===== src/rtl/fifo_flush_pkg.sv =====
// Shared constants and types for the flushable nibble FIFO read and write paths.
// Combinational only: no latency and no backpressure of its own.
package fifo_flush_pkg;

  localparam int DATA_W  = 32;
  localparam int NIB_W   = 4;
  localparam int NIBBLES = DATA_W / NIB_W;
  localparam int IDX_W   = $clog2(NIBBLES);

  typedef logic [IDX_W-1:0] nib_idx_t;

  localparam nib_idx_t IDX_LAST = nib_idx_t'(NIBBLES - 1);

  typedef enum logic [2:0] {
    ST_IDLE,
    ST_REQ,
    ST_CAPT,
    ST_SEND,
    ST_FLUSH
  } rd_state_e;

endpackage


===== src/rtl/fifo_unpack_shreg.sv =====
// Word-to-nibble shift register: load, zero-filling right shift, clear; low nibble exposed.
// Updates on the edge after a control is seen; it holds while no control is active (backpressure).
module fifo_unpack_shreg
  import fifo_flush_pkg::*;
(
  input  logic              clock,
  input  logic              reset,
  input  logic              clear,
  input  logic              load,
  input  logic              shift,
  input  logic [DATA_W-1:0] load_data,
  output logic [NIB_W-1:0]  nib
);

  logic [DATA_W-1:0] shreg;

  // Clear beats load so a word captured in a flush cycle never reaches the sink.
  always_ff @(posedge clock) begin
    if (reset || clear) begin
      shreg <= '0;
    end else if (load) begin
      shreg <= load_data;
    end else if (shift) begin
      shreg <= {{NIB_W{1'b0}}, shreg[DATA_W-1:NIB_W]};
    end
  end

  assign nib = shreg[NIB_W-1:0];

endmodule


===== src/rtl/fifo_flush_unpack_reader.sv =====
// FIFO drain engine: reads 32-bit words and emits 8 nibbles LSB first; first nibble 3 cycles after non-empty.
// Nibbles hold while nib_ready_i is low; flush_i overrides everything and is echoed as fifo_flush_o.
module fifo_flush_unpack_reader
  import fifo_flush_pkg::*;
(
  input  logic              clock,
  input  logic              reset,
  input  logic              fifo_empty_i,
  input  logic [DATA_W-1:0] fifo_rd_data_i,
  output logic              fifo_rd_valid_o,
  output logic              fifo_flush_o,
  input  logic              flush_i,
  output logic [NIB_W-1:0]  nib_data_o,
  output logic              nib_valid_o,
  input  logic              nib_ready_i,
  output logic              nib_last_o,
  output logic [2:0]        nib_idx_o,
  output logic              busy_o
);

  rd_state_e state;
  rd_state_e state_nxt;
  nib_idx_t  idx;
  logic      xfer;
  logic      clr;

  // Gating valid with flush_i keeps any nibble from being accepted in a flush cycle.
  assign nib_valid_o = (state == ST_SEND) && !flush_i;
  assign xfer        = nib_valid_o && nib_ready_i;
  assign nib_last_o  = nib_valid_o && (idx == IDX_LAST);
  assign nib_idx_o   = idx;
  assign clr         = flush_i || (state == ST_FLUSH);

  always_comb begin
    state_nxt = state;
    case (state)
      ST_IDLE:  if (!fifo_empty_i) state_nxt = ST_REQ;
      ST_REQ:   state_nxt = ST_CAPT;
      ST_CAPT:  state_nxt = ST_SEND;
      ST_SEND:  if (xfer && (idx == IDX_LAST)) state_nxt = fifo_empty_i ? ST_IDLE : ST_REQ;
      ST_FLUSH: state_nxt = ST_IDLE;
      default:  state_nxt = ST_IDLE;
    endcase
    if (flush_i) state_nxt = ST_FLUSH;
  end

  // Strobe, flush and busy are registered from the next state so they line up with it.
  always_ff @(posedge clock) begin
    if (reset) begin
      state           <= ST_IDLE;
      idx             <= '0;
      fifo_rd_valid_o <= 1'b0;
      fifo_flush_o    <= 1'b0;
      busy_o          <= 1'b0;
    end else begin
      state           <= state_nxt;
      fifo_rd_valid_o <= (state_nxt == ST_REQ);
      fifo_flush_o    <= (state_nxt == ST_FLUSH);
      busy_o          <= (state_nxt != ST_IDLE);
      if (clr || (state == ST_CAPT)) begin
        idx <= '0;
      end else if (xfer) begin
        idx <= idx + 1'b1;
      end
    end
  end

  fifo_unpack_shreg u_shreg (
    .clock     (clock),
    .reset     (reset),
    .clear     (clr),
    .load      (state == ST_CAPT),
    .shift     (xfer),
    .load_data (fifo_rd_data_i),
    .nib       (nib_data_o)
  );

endmodule

===== config.mk =====
export PLATFORM = sky130hd
export DESIGN_NAME = fifo_flush_unpack_reader
export DESIGN_NICKNAME = d
export VERILOG_FILES = /design/src/rtl/fifo_flush_pkg.sv /design/src/rtl/fifo_unpack_shreg.sv /design/src/rtl/fifo_flush_unpack_reader.sv
export SDC_FILE = /design/constraint.sdc
export NUM_CORES = 1
export LEC_CHECK = 0
export BUFFER_PORTS_ARGS = -buffer_cell sky130_fd_sc_hd__buf_2
export CORE_MARGIN = 1
export CORE_UTILIZATION = 25
export CTS_CLUSTER_DIAMETER = 60
export DETAILED_ROUTE_END_ITERATION = 8
export HOLD_SLACK_MARGIN = 0.1
export PLACE_DENSITY = 0.44
export SLEW_MARGIN = 25
export SYNTH_ARGS = -nofsm -noshare
export SYNTH_HDL_FRONTEND = slang
export SYNTH_SLANG_ARGS = --single-unit

===== constraint.sdc =====
create_clock -name clock -period 1.22 [get_ports clock]
set_input_delay 0.061 -clock clock [delete_from_list [all_inputs] [get_ports clock]]
set_output_delay 0.061 -clock clock [all_outputs]
set_load 0.05 [all_outputs]

### Word level (Yosys, flattened, before mapping)

Cells that the tools add are included.

* bits in registers: 41
* input port bits: 37
* output and inout port bits: 12
* word-level logic and storage cells: 33

* add/sub/neg operators: 1
* eq/ne operators: 7
* multiplexer cells: 7
* reductions and logical operators: 12

Operators with widths (number)
* $mux W32: 2
* $pmux W3 S4: 1
* $eq A3 B3 Y1 const B: 3
* $mux W3: 3
* $eq A3 B1 Y1 const B: 2
* $eq A3 B2 Y1 const B: 2
* $logic_and A1 B1 Y1: 4
* $add A3 B1 Y3 const B: 1
* $logic_not A3 Y1: 1
* $logic_or A1 B1 Y1: 3
* $reduce_bool A3 Y1: 1
* $reduce_bool A2 Y1: 1
* $reduce_or A2 Y1: 1
* $logic_not A1 Y1: 1
* $mux W1: 1

### Logic depth before layout (Yosys ltp)

* depth after elaboration: 8
* gate-level depth with buffers: 6

### By module

A second synthesis with hierarchy kept.

* cells, all modules: 192
* area total of the unflattened synthesis: 1920.6 um^2

By module, submodules not included
* fifo_unpack_shreg: times used 1, cells an instance 148, area an instance 1514.0 um^2
* fifo_flush_unpack_reader: times used 1, cells an instance 44, area an instance 406.6 um^2

### Worst setup path before layout

OpenSTA, ideal clock, no wires.

* kind: reg-to-reg
* from: register idx[0] (netlist: nib_idx_o[0])
* to: register busy_o
* library setup time: 127 ps
* arrival: 1467 ps
* path slack: -373 ps
* cell stages (with the launch flop): 6
* buffers on the path: 0
* period minus slack after synthesis: 1593 ps
* path through: dfxtp_1 -> ha_1 -> ha_1 -> nand4b_1 -> a31oi_1 -> o22ai_1

* cells in the longest elaborated chain, start to end: 6

Ends and longest elaborated chain
* start, declared: RTL line fifo_flush_unpack_reader.sv:23 `nib_idx_t idx;`
* start signal, assigned: RTL line fifo_flush_unpack_reader.sv:63 `idx <= idx + 1'b1;`
* $eq A3 B3 Y1: RTL line fifo_flush_unpack_reader.sv:40 `ST_SEND: if (xfer && (idx == IDX_LAST)) state_nxt = fifo_empty_i ? ST_IDLE : ST_REQ;`
* $logic_and A1 B1 Y1: RTL line fifo_flush_unpack_reader.sv:40
* $mux W3: RTL line fifo_flush_unpack_reader.sv:40
* $pmux W3 S4: RTL line fifo_flush_unpack_reader.sv:36 `case (state)`
* $mux W3: RTL line fifo_flush_unpack_reader.sv:44 `if (flush_i) state_nxt = ST_FLUSH;`
* $reduce_bool A3 Y1: RTL line fifo_flush_unpack_reader.sv:59 `busy_o <= (state_nxt != ST_IDLE);`
* end signal, assigned: RTL line fifo_flush_unpack_reader.sv:59
* end, declared: RTL line fifo_flush_unpack_reader.sv:18 `output logic busy_o`

Every way passes these cells.
A chain may end at the register's enable or synchronous reset.

### Final worst setup path

* from: register state[2]
* to: register u_shreg.shreg[21]

* cells in the longest elaborated chain, start to end: 4
* elaborated cells between the ends (all ways): 9
* classes of those cells: eq/ne: 3; mux: 1; reduce/logical: 5

Ends and longest elaborated chain
* start, declared: RTL line fifo_flush_unpack_reader.sv:21 `rd_state_e state;`
* start signal, assigned: RTL line fifo_flush_unpack_reader.sv:56 `state <= state_nxt;`
* $eq A3 B2 Y1: RTL line fifo_flush_unpack_reader.sv:28 `assign nib_valid_o = (state == ST_SEND) && !flush_i;`
* $logic_and A1 B1 Y1: RTL line fifo_flush_unpack_reader.sv:28
* $logic_and A1 B1 Y1: RTL line fifo_flush_unpack_reader.sv:29 `assign xfer = nib_valid_o && nib_ready_i;`
* $reduce_bool A2 Y1 (no line)
* end signal, assigned: RTL line fifo_unpack_shreg.sv:22 `shreg <= load_data;`
* end signal, assigned: RTL line fifo_unpack_shreg.sv:24 `shreg <= {{NIB_W{1'b0}}, shreg[DATA_W-1:NIB_W]};`
* end, declared: RTL line fifo_unpack_shreg.sv:15 `logic [DATA_W-1:0] shreg;`

Parallel ways exist; a longest one is shown, timed or not.

==> flow_metrics.tcl <==
set metrics [dict create \
    p_leak_nw 1.18 \
    coreArea_sq_um 8220 \
    critical-path-max-stage-delay_ns 0.33 \
    fin_worst_skew_ns 0.00457 \
    min_delay_path_depth 3 \
    synth_top_cells_by_area "dfxtp_1 (39%), a311oi_2 (20%), o21ai_0 (7.5%), nand3_1 (7.3%), nor2_1 (5.5%)" \
    n_antenna_cell 0 \
    hold_path.class "primary input to flop" \
    synth.area.mux_share_pct 0 \
    grt_usage_pct 14.7 \
    reg2reg_to "u_shreg.shreg[21]" \
    drive_gt1_share_pct 52.2 \
    postSynthCellCount 231 \
    min_period_ns 1.36 \
    max_cap_violations 0 \
    yosys.area.top_type "dfxtp_1" \
    cts_max_level 2 \
    pre_cts_slack_ns -0.175 \
    setup_viol 37 \
    cts.sinks 41 \
    synth_xor_area_share_pct 0 \
    multiInputGateArea_sq_um 1290 \
    synth-simple-area-share_pct 18.2 \
    grt_pass1_wl_um 10100 \
    arrival_ns 1.54 \
    wl_um 6490 \
    synth_ff_type "dfxtp_1" \
    die-area_sq_um 8890 \
    relSlewSlack_pct 71.4 \
    cts_root_buf "clkbuf_8" \
    synth_nets 270 \
    via_count 2069 \
    post-route-period-util_pct 112 \
    dp_hpwl_um 3740 \
    regToRegStartpoint "state[2]" \
    portBuffers 48 \
    clkSlewWorstSetupHoldPaths_ns 0.08 \
    fin_ws_ns -0.143 \
    fp.dieW_um 94.3 \
    grt_pass1_vias 2030 \
    cts_tree "built" \
    synthAdderAreaFrac_pct 1.18 \
    critPathBufInv 3 \
    clock_latency_ns 0.30 \
    p_total_mw 2.69 \
    reg2reg_slack_ns -0.14 \
    final_cell_area_sq_um 3400 \
    synth_area_sq_um 2130 \
    die_y_um 94.3 \
    syn_to_final_growth_pct 59.6 \
    critPathTopFamily "buffers and inverters" \
    synth-compound-area-share_pct 31.6 \
    cts_buffers 5 \
    place_area_sq_um 2670 \
    nets 361 \
    critPathLaunchType "flop" \
    clockBufferDepth 2 \
    worstSetupPathType "flop to flop" \
    start_util_pct 25.9 \
    end_kind "flop" \
    seq_area_frac_synth_pct 38.5 \
    crit_slowest_cell "dfxtp_2" \
    r2r.worst_path.cells 6 \
    drt_iter0_markers 75 \
    ioPinCount 49 \
    cp_max_fo 6 \
    worstPathCellList "nand4bb_4 -> buf_6 -> buf_8 -> clkbuf_16 -> o21ai_1 -> a311oi_2" \
    rsz0062_at_grt "yes" \
    finalHoldViolCount 0 \
    row_count 33 \
    antenna_found_initial 0 \
    yosys_register_bits 41 \
    avgViaCountPerCell 4.85 \
    yosysTopAreaCellShare_pct 38.5 \
    wl_per_cell_um 15.2 \
    status "complete, but fails checks" \
    worstPathRequired_ns 1.40 \
    regArea_sq_um 838 \
    yosysWarningCount 0 \
    synthArstFlopShare_pct 0 \
    hp-start "reset" \
    ys_types 31 \
    synth_top_family_by_area "compound AO/OA/AOI/OAI gates" \
    hold_end "state[1]" \
    grt_max_degree 37 \
    tightest_slew_ns 0.428 \
    startpoint "state[2]" \
    drv_slew 0 \
    p_per_area_nw_per_um2 790 \
    place.gp.congestion 0.729 \
    dr.pass1.iters 4 \
    drcViolationCount 0 \
    max_freq_mhz 733 \
    violations "setup timing" \
    antenna_left 0 \
    fillers 848 \
    synth-edff-count 0 \
    syn_area_per_cell_sq_um 9.22 \
    overflow 0 \
    vdd_ir_drop_max_uv 527 \
]
## what timing repair did
action                                  CTS  global route
hold endpoints to repair                 35             1
setup buffers                             5             0
pin swaps                                 0             2
gates resized for setup                  37            21
hold buffers                             33             1
endpoints found under the setup margin   38            39
gates cloned                              2             3
## cells in the mapped netlist (4+ instances only)
| cell type | number |
|---|---|
| dfxtp_1 | 41 |
| o21ai_0 | 32 |
| nand3_1 | 31 |
| nor2_1 | 31 |
| a311oi_2 | 28 |
| buf_4 | 8 |
| buf_6 | 8 |
| a21oi_1 | 7 |
| buf_2 | 7 |
| clkbuf_1 | 5 |
| inv_1 | 4 |
| nand2_1 | 4 |
| o211ai_1 | 4 |
## layout make-up
type | count | share of cell area, %
tap | 105 | 3.86
timing repair buffer | 110 | 29.3
inverter | 5 | 0.920
sequential | 41 | 24.7
multi-input combinational | 157 | 37.9
clock buffer | 7 | 2.54
timing repair inverter | 2 | 0.810
## power by group
part / leakage [nW] / switching (mW) / internal, mW
Sequential: 0.335 / 0.00802 / 1.34
Clock: 0.0443 / 0.485 / 0.450
Combinational: 0.802 / 0.192 / 0.207
## placed cells by master, fill, tap and decap left out, drive strengths merged, types with 4 or more instances in the layout
| master | instances |
|---|---|
| buf | 74 |
| dfxtp | 41 |
| dlygate4sd3 | 34 |
| o21ai | 32 |
| nor2 | 31 |
| nand3 | 31 |
| a311oi | 29 |
| clkbuf | 9 |
| a21oi | 7 |
| inv | 5 |
| nand2 | 5 |
| o211ai | 4 |
## worst reg2reg max path, delay by kind of cell (launching register included)
kind,cells,cell delay [ns]
buffers and inverters,3,0.48
flip-flops,1,0.33
AO/OA/AOI/OAI,2,0.25
AND/OR/NAND/NOR,1,0.20
## per-layer routing
layer,global-route usage [%],routed length (um)
met2,23.3,3010
met5,0,0
met1,20.1,3250
met4,4.23,57
met3,2.83,179
## worst max-delay path by stage
| stage | depth (start not counted) | end | slack [ns] |
|---|---|---|---|
| final | 6 | u_shreg.shreg[21] | -0.14 |
| after global routing | 6 | u_shreg.shreg[21] | -0.20 |
| after CTS | 5 | nib_last_o | -0.14 |
| after detailed placement | 5 | u_shreg.shreg[4] | -0.18 |
| after global placement | 5 | nib_last_o | -0.15 |
| after floorplan | 6 | u_shreg.shreg[0] | -0.05 |
## logic make-up after synthesis
| group | after synthesis |
|---|---|
| buf+inv | 33 |
| flops | 41 |
| compound gates | 75 |
| simple gates | 80 |
| fa+ha+maj | 2 |
## sequential cells by signal, summed over array words and instances, names as in the netlist
| signal | cells |
|---|---|
| busy_o | 1 |
| fifo_flush_o | 1 |
| fifo_rd_valid_o | 1 |
| nib_idx_o | 3 |
| state | 3 |
| u_shreg.shreg | 32 |
## through the flow
step / utilization (%) / cells / hold slack [ns] / TNS (ns)
6_report: 41.4 / 427 / 0.144 / -4.32
5_1_grt: 41.4 / 427 / 0.142 / -6.32
4_1_cts: 40.0 / 423 / 0.102 / -4.60
3_5_place_dp: 32.5 / 376 / 0.314 / -4.93
3_3_place_gp: 32.5 / 376 / 0.310 / -4.01
2_1_floorplan: - / 231 / 0.125 / -1.22
Note: power is estimated with default switching activity, not from simulation.
